**src/rtl/ring_pkg.sv**
```systemverilog
// Shared ring definitions: slot-type encodings, message header layout and
// the station state encoding used by the ring station arbiter.
package ring_pkg;

    localparam logic [3:0] TOKEN     = 4'd1;
    localparam logic [3:0] NULL_SLOT = 4'd7;
    localparam logic [3:0] MESSAGE   = 4'd8;

    localparam int HDR_DEST_MSB = 17;
    localparam int HDR_DEST_LSB = 14;
    localparam int HDR_SRC_MSB  = 13;
    localparam int HDR_SRC_LSB  = 10;
    localparam int HDR_TYPE_MSB = 9;
    localparam int HDR_TYPE_LSB = 6;
    localparam int HDR_LEN_MSB  = 5;
    localparam int HDR_LEN_LSB  = 0;

    typedef enum logic [1:0] {
        ST_INIT = 2'd0,
        ST_PASS = 2'd1,
        ST_BUSY = 2'd2
    } state_t;

    function automatic logic [31:0] make_header(
        input logic [3:0] dest,
        input logic [3:0] src,
        input logic [3:0] typ,
        input logic [5:0] len
    );
        logic [31:0] hdr;
        hdr = '0;
        hdr[HDR_DEST_MSB:HDR_DEST_LSB] = dest;
        hdr[HDR_SRC_MSB:HDR_SRC_LSB]   = src;
        hdr[HDR_TYPE_MSB:HDR_TYPE_LSB] = typ;
        hdr[HDR_LEN_MSB:HDR_LEN_LSB]   = len;
        return hdr;
    endfunction

endpackage

```
**src/rtl/rr_picker.sv**
```systemverilog
// Combinational round-robin pick: first asserted request at or after ptr,
// wrapping modulo NCLIENTS. The pointer itself is held by the parent.
module rr_picker #(
    parameter int NCLIENTS = 3,
    parameter int IW       = $clog2(NCLIENTS)
) (
    input  logic [NCLIENTS-1:0] req,
    input  logic [IW-1:0]       ptr,
    output logic                valid,
    output logic [IW-1:0]       idx
);

    int cand;

    // NOTE: every output and temporary gets a default first so no path through
    // the loop leaves a value unassigned and infers a latch.
    always_comb begin
        valid = 1'b0;
        idx   = '0;
        cand  = 0;
        for (int k = 0; k < NCLIENTS; k++) begin
            cand = int'(ptr) + k;
            if (cand >= NCLIENTS) cand = cand - NCLIENTS;
            if (!valid && req[cand]) begin
                valid = 1'b1;
                idx   = IW'(cand);
            end
        end
    end

endmodule

```
**src/rtl/ring_station_arbiter.sv**
```systemverilog
// Per-core ring station: shares the single ring token among local clients,
// muxes the holder onto the ring and regenerates the token on release.
module ring_station_arbiter
    import ring_pkg::*;
#(
    parameter int NCLIENTS          = 3,
    parameter int MAX_HOLD          = 63,
    parameter int TOKEN_MASTER_CORE = 1
) (
    input  logic                     clock,
    input  logic                     reset,
    input  logic [3:0]               whichCore,
    input  logic [31:0]              RingIn,
    input  logic [3:0]               SlotTypeIn,
    input  logic [3:0]               SourceIn,
    output logic [31:0]              RingOut,
    output logic [3:0]               SlotTypeOut,
    output logic [3:0]               SourceOut,
    input  logic [NCLIENTS-1:0]      clientWantsToken,
    input  logic [NCLIENTS-1:0]      clientDriveRing,
    input  logic [32*NCLIENTS-1:0]   clientRingOut,
    input  logic [4*NCLIENTS-1:0]    clientSlotTypeOut,
    input  logic [4*NCLIENTS-1:0]    clientSourceOut,
    output logic [NCLIENTS-1:0]      clientAcquireToken,
    output logic                     holdErr
);

    localparam int IW = $clog2(NCLIENTS);
    localparam int HW = $clog2(MAX_HOLD + 1);
    localparam logic [HW-1:0] HOLD_LIMIT = HW'(MAX_HOLD);
    localparam logic [3:0]    MASTER_ID  = 4'(TOKEN_MASTER_CORE);

    state_t        state;
    logic [IW-1:0] rr_ptr;
    logic [IW-1:0] grant_idx;
    logic [HW-1:0] hold_cnt;
    logic [HW-1:0] hold_next;

    logic          pick_valid;
    logic [IW-1:0] pick_idx;
    logic [IW-1:0] next_ptr;
    logic          take;

    logic [31:0] cl_data [NCLIENTS];
    logic [3:0]  cl_type [NCLIENTS];
    logic [3:0]  cl_src  [NCLIENTS];

    for (genvar i = 0; i < NCLIENTS; i++) begin : g_unpack
        assign cl_data[i] = clientRingOut[32*i +: 32];
        assign cl_type[i] = clientSlotTypeOut[4*i +: 4];
        assign cl_src[i]  = clientSourceOut[4*i +: 4];
    end

    rr_picker #(
        .NCLIENTS (NCLIENTS),
        .IW       (IW)
    ) u_picker (
        .req   (clientWantsToken),
        .ptr   (rr_ptr),
        .valid (pick_valid),
        .idx   (pick_idx)
    );

    assign take      = (state == ST_PASS) && (SlotTypeIn == TOKEN) && pick_valid;
    assign next_ptr  = (pick_idx == IW'(NCLIENTS - 1)) ? '0 : pick_idx + 1'b1;
    assign hold_next = (hold_cnt == '1) ? hold_cnt : hold_cnt + 1'b1;

    // The grant strobe is combinational so the client sees it in the very
    // slot it is allowed to fill.
    always_comb begin
        clientAcquireToken = '0;
        if (take) clientAcquireToken[pick_idx] = 1'b1;
    end

    // NOTE: all sequential state uses non-blocking assignments so every
    // register samples pre-edge values regardless of statement order.
    always_ff @(posedge clock or negedge reset) begin
        if (!reset) begin
            state       <= ST_INIT;
            RingOut     <= '0;
            SlotTypeOut <= NULL_SLOT;
            SourceOut   <= '0;
            rr_ptr      <= '0;
            grant_idx   <= '0;
            hold_cnt    <= '0;
            holdErr     <= 1'b0;
        end else begin
            case (state)
                ST_INIT: begin
                    RingOut   <= RingIn;
                    SourceOut <= SourceIn;
                    if (whichCore == MASTER_ID) begin
                        SlotTypeOut <= TOKEN;
                        SourceOut   <= whichCore;
                    end else begin
                        SlotTypeOut <= SlotTypeIn;
                    end
                    state <= ST_PASS;
                end

                ST_PASS: begin
                    if (take) begin
                        rr_ptr    <= next_ptr;
                        grant_idx <= pick_idx;
                        hold_cnt  <= HW'(1);
                        if (clientDriveRing[pick_idx]) begin
                            RingOut     <= cl_data[pick_idx];
                            SlotTypeOut <= cl_type[pick_idx];
                            SourceOut   <= cl_src[pick_idx];
                            if (MAX_HOLD <= 1) holdErr <= 1'b1;
                            state <= ST_BUSY;
                        end else begin
                            // Zero-length grant: the token goes straight back out.
                            RingOut     <= '0;
                            SlotTypeOut <= TOKEN;
                            SourceOut   <= whichCore;
                        end
                    end else begin
                        RingOut     <= RingIn;
                        SlotTypeOut <= SlotTypeIn;
                        SourceOut   <= SourceIn;
                    end
                end

                ST_BUSY: begin
                    // Only one token exists on the ring; a second one is a protocol fault.
                    if (SlotTypeIn == TOKEN) holdErr <= 1'b1;
                    if (clientDriveRing[grant_idx]) begin
                        RingOut     <= cl_data[grant_idx];
                        SlotTypeOut <= cl_type[grant_idx];
                        SourceOut   <= cl_src[grant_idx];
                        hold_cnt    <= hold_next;
                        if (hold_next >= HOLD_LIMIT) holdErr <= 1'b1;
                    end else begin
                        RingOut     <= '0;
                        SlotTypeOut <= TOKEN;
                        SourceOut   <= whichCore;
                        state       <= ST_PASS;
                    end
                end

                default: state <= ST_PASS;
            endcase
        end
    end

endmodule

```
**config.mk**
```make
export PLATFORM = sky130hd
export DESIGN_NAME = ring_station_arbiter
export DESIGN_NICKNAME = d
export VERILOG_FILES = /design/src/rtl/ring_pkg.sv /design/src/rtl/rr_picker.sv /design/src/rtl/ring_station_arbiter.sv
export SDC_FILE = /design/constraint.sdc
export NUM_CORES = 1
export LEC_CHECK = 0
export CAP_MARGIN = 20
export CORE_MARGIN = 2
export CORE_UTILIZATION = 25
export DETAILED_ROUTE_END_ITERATION = 7
export HOLD_SLACK_MARGIN = 0.05
export REMOVE_ABC_BUFFERS = 1
export SKIP_CTS_REPAIR_TIMING = 1
export SLEW_MARGIN = 10
export SYNTH_ARGS = -nofsm -noshare
export SYNTH_HDL_FRONTEND = slang
export SYNTH_SLANG_ARGS = --single-unit
export TNS_END_PERCENT = 10
```
**constraint.sdc**
```tcl
create_clock -name clock -period 5.2 [get_ports clock]
set_clock_uncertainty 0.2 [all_clocks]
set_input_delay 0.78 -clock clock [delete_from_list [all_inputs] [get_ports clock]]
set_output_delay 0.78 -clock clock [all_outputs]
set_load 0.05 [all_outputs]
```
==> flow_summary.ini <==
[logic_synthesis]
synthArstFlopShare_pct = 100
synth_flop_cell = dfrtp_1
seq_area_frac_synth_pct = 24.7
synth_edf_count = 0
yosys_warnings = 0
syn_inst = 669
syn_avg_cell_area_sq_um = 8.05
ys_types = 69
syn-cell-area_sq_um = 5390
ys_ff_latch = 53

[run_status]
status = finished clean

[worst_setup_path]
worst_r2r_path_depth = 10
reg2reg_to = RingOut[15]
critPathCaptureType = output pin
crit_path_start = clientWantsToken[2]
crit_end = clientAcquireToken[2]
r2r_slack_ns = 1.86
startpoint_type = input pin
reg2reg_from = rr_ptr[0]
cp_max_fo = 8
setup.worst_path.class = input pin to output pin
worst_ep_arrival_time_ns = 3.29
crit_required_ns = 4.22

[final_layout]
area.growth.synth_to_final_pct = 46.1
regArea_sq_um = 1330
fin_area_sq_um = 7870
antenna_cells = 0
utilization_pct = 37.3
fillers = 2197
drive_above_1_share_pct = 7.21
multi_input_area_sq_um = 3720
nets = 1024

[placement]
place_congestion = 0.811
port_buffers = 215
place_hpwl_um = 15100
place_area_sq_um = 7690

[power_and_ir_drop]
p_sw_share_pct = 51.2
switching_power_w = 0.00201
power.density_nw_per_um2 = 500
leakage_nw = 3.23
seqPwrFrac_pct = 18.3
vdd_drop_max_v = 0.000265
clkPwrFrac_pct = 9.1
p_int_w = 0.00192
comb_power_share_pct = 72.6

[cts]
h-tree-depth = 2
cts-root-buf = clkbuf_16
cts_sinks = 53
cts-buffers-inserted = 5
clk_pin_slew_ns = 0.07
ctsLongestPathBuffers = 2
cts_tree = built
clk_latency_ns = 0.30

[timing]
worstMarginPinSlew_ns = 0.840
whs_ns = 0.316
fmax_ghz = 0.234
period_needed_ns = 4.27
max_slew_margin_pct = 44.0
hold_viol = 0
fin_crit_sh_pct = 82.0
maxSlewViolCount = 0
grt_setup_unrepaired = false
finalSetupViolCount = 0

[routing]
drt_iter0_markers = 315
viasPerCell = 5.43
drc = 0
wl_per_cell_um = 19.8
routed_wl_um = 22200
dr.pass1.iters = 4
via_count = 6082
antenna_left = 0

[floorplan]
dieArea_sq_um = 22700
fp.dieH_um = 151
ios = 216
coreArea_sq_um = 21100
initial_core_util_pct = 25.5
rows = 53
die_w_um = 151

[grt]
grt_pass1_vias = 6163
antenna_found_initial = 0
overflow = 0
track_usage_pct = 19.2
grt_pass1_wl_um = 33900
grt_max_degree = 73

[run]
maxCapViolations = 0

[min_path]
hold_path.class = flip-flop to flip-flop
## flip-flops by register name, summed over array words and instances, names as in the netlist
signal,count
grant_idx,2
state,2
holdErr,1
rr_ptr,2
hold_cnt,6
SlotTypeOut,4
SourceOut,4
RingOut,32
## worst min path at each step
stage	start	slack, ns	to	cells past startpoint
after floorplan	reset	0.28	RingOut[0]	0
after global placement	SlotTypeOut[2]	0.31	SlotTypeOut[2]	2
after detailed placement	holdErr	0.30	holdErr	2
after CTS	SlotTypeOut[2]	0.32	SlotTypeOut[2]	2
after global routing	SlotTypeOut[1]	0.33	SlotTypeOut[1]	2
final	SlotTypeOut[2]	0.32	SlotTypeOut[2]	2
## cell usage in the layout, fill, tap and decap left out, types with 3 or more instances in the layout
cell and n:
dfstp_2 3, inv_1 13, o22ai_1 37, or2_2 3
a21oi_1 31, mux2_2 3, mux2i_1 77, nand2_1 58
a211o_1 31, buf_4 16, a221oi_1 28, o211ai_1 5
nand3b_1 31, nor2_1 57, dfrtp_1 49, or3_1 3
o21ai_0 81, nand3_1 10, a221oi_2 10, ha_1 6
o2bb2ai_1 3, nor3b_1 3, nor3_1 3, clkdlybuf4s50_1 212
a21o_1 3, clkbuf_16 5, and3_1 5
## kinds of logic (layout without fill, tap and decap cells)
logic type                 count (synthesis)  after routing  share of synthesized area, %
AOI/OAI and AO/OA                        260            260                          33.9
and+or+nand+nor                          191            191                          17.7
muxes                                     80             80                          14.9
buffers and inverters                     76            253                          6.83
DFF                                       53             53                          24.7
adders and majority gates                  8              8                          1.81
xor gates and xnor gates                   1              1                         0.163
## routing by layer
metal  GRT usage [%]  vias up  part of all wire (%)
met2            33.6      211                    48
li1                -     2916                     -
met5               0        -                     0
met4            5.23        0                   2.0
met1            24.3     2929                    44
met3            3.40       26                   6.6
## worst max-delay path, stage by stage
cell and delay (ns):
clkdlybuf4s50_1 0.63, nand3b_1 0.22, nor4_1 0.59, nor2_4 0.09, nor2_1 0.15, clkdlybuf4s50_1 0.82
## final cells by class
class	instances	share of cell area, %
Sequential cell	53	16.9
Multi-Input combinational cell	540	47.2
Clock buffer	8	1.86
Inverter	15	0.716
Tap cell	275	4.37
Timing Repair Buffer	230	28.9
## power groups by stage
stage | clock, W | combinational [W] | sequential, W
after floorplan | 0 | 0.00140 | 0.00125
after global placement | 0 | 0.00282 | 0.000724
after detailed placement | 0 | 0.00284 | 0.000729
after CTS | 0.000374 | 0.00285 | 0.000723
after global routing | 0.000388 | 0.00307 | 0.000745
final | 0.000358 | 0.00285 | 0.000720
## synth_stat cells, drive strengths merged (4+ instances only)
library cell  instances  area share (%)
a211o                31             5.0
a21oi                31             2.9
a221oi               38             7.3
and3                  5            0.58
buf                  27             3.4
clkbuf               34             2.4
dfrtp                50              23
ha                    7             1.6
inv                  15             1.0
mux2i                77              14
nand2                58             4.0
nand3                11             1.1
nand3b               31             4.3
nor2                 60             4.2
nor3b                 4            0.65
o211ai                5            0.70
o21ai                82             7.6
o22ai                37             4.3
or2                   4            0.51
## per-stage QoR
stage | cells | power (W) | setup WS (ns) | TNS, ns
after detailed placement | 1112 | 0.00357 | 0.956 | 0
after CTS | 1120 | 0.00394 | 0.959 | 0
final | 1121 | 0.00393 | 0.935 | 0
after global placement | 1112 | 0.00355 | 0.983 | 0
after floorplan | 608 | 0.00265 | -0.918 | -1.59
after global routing | 1121 | 0.00421 | 0.828 | 0
(Power assumes the default switching activity.)
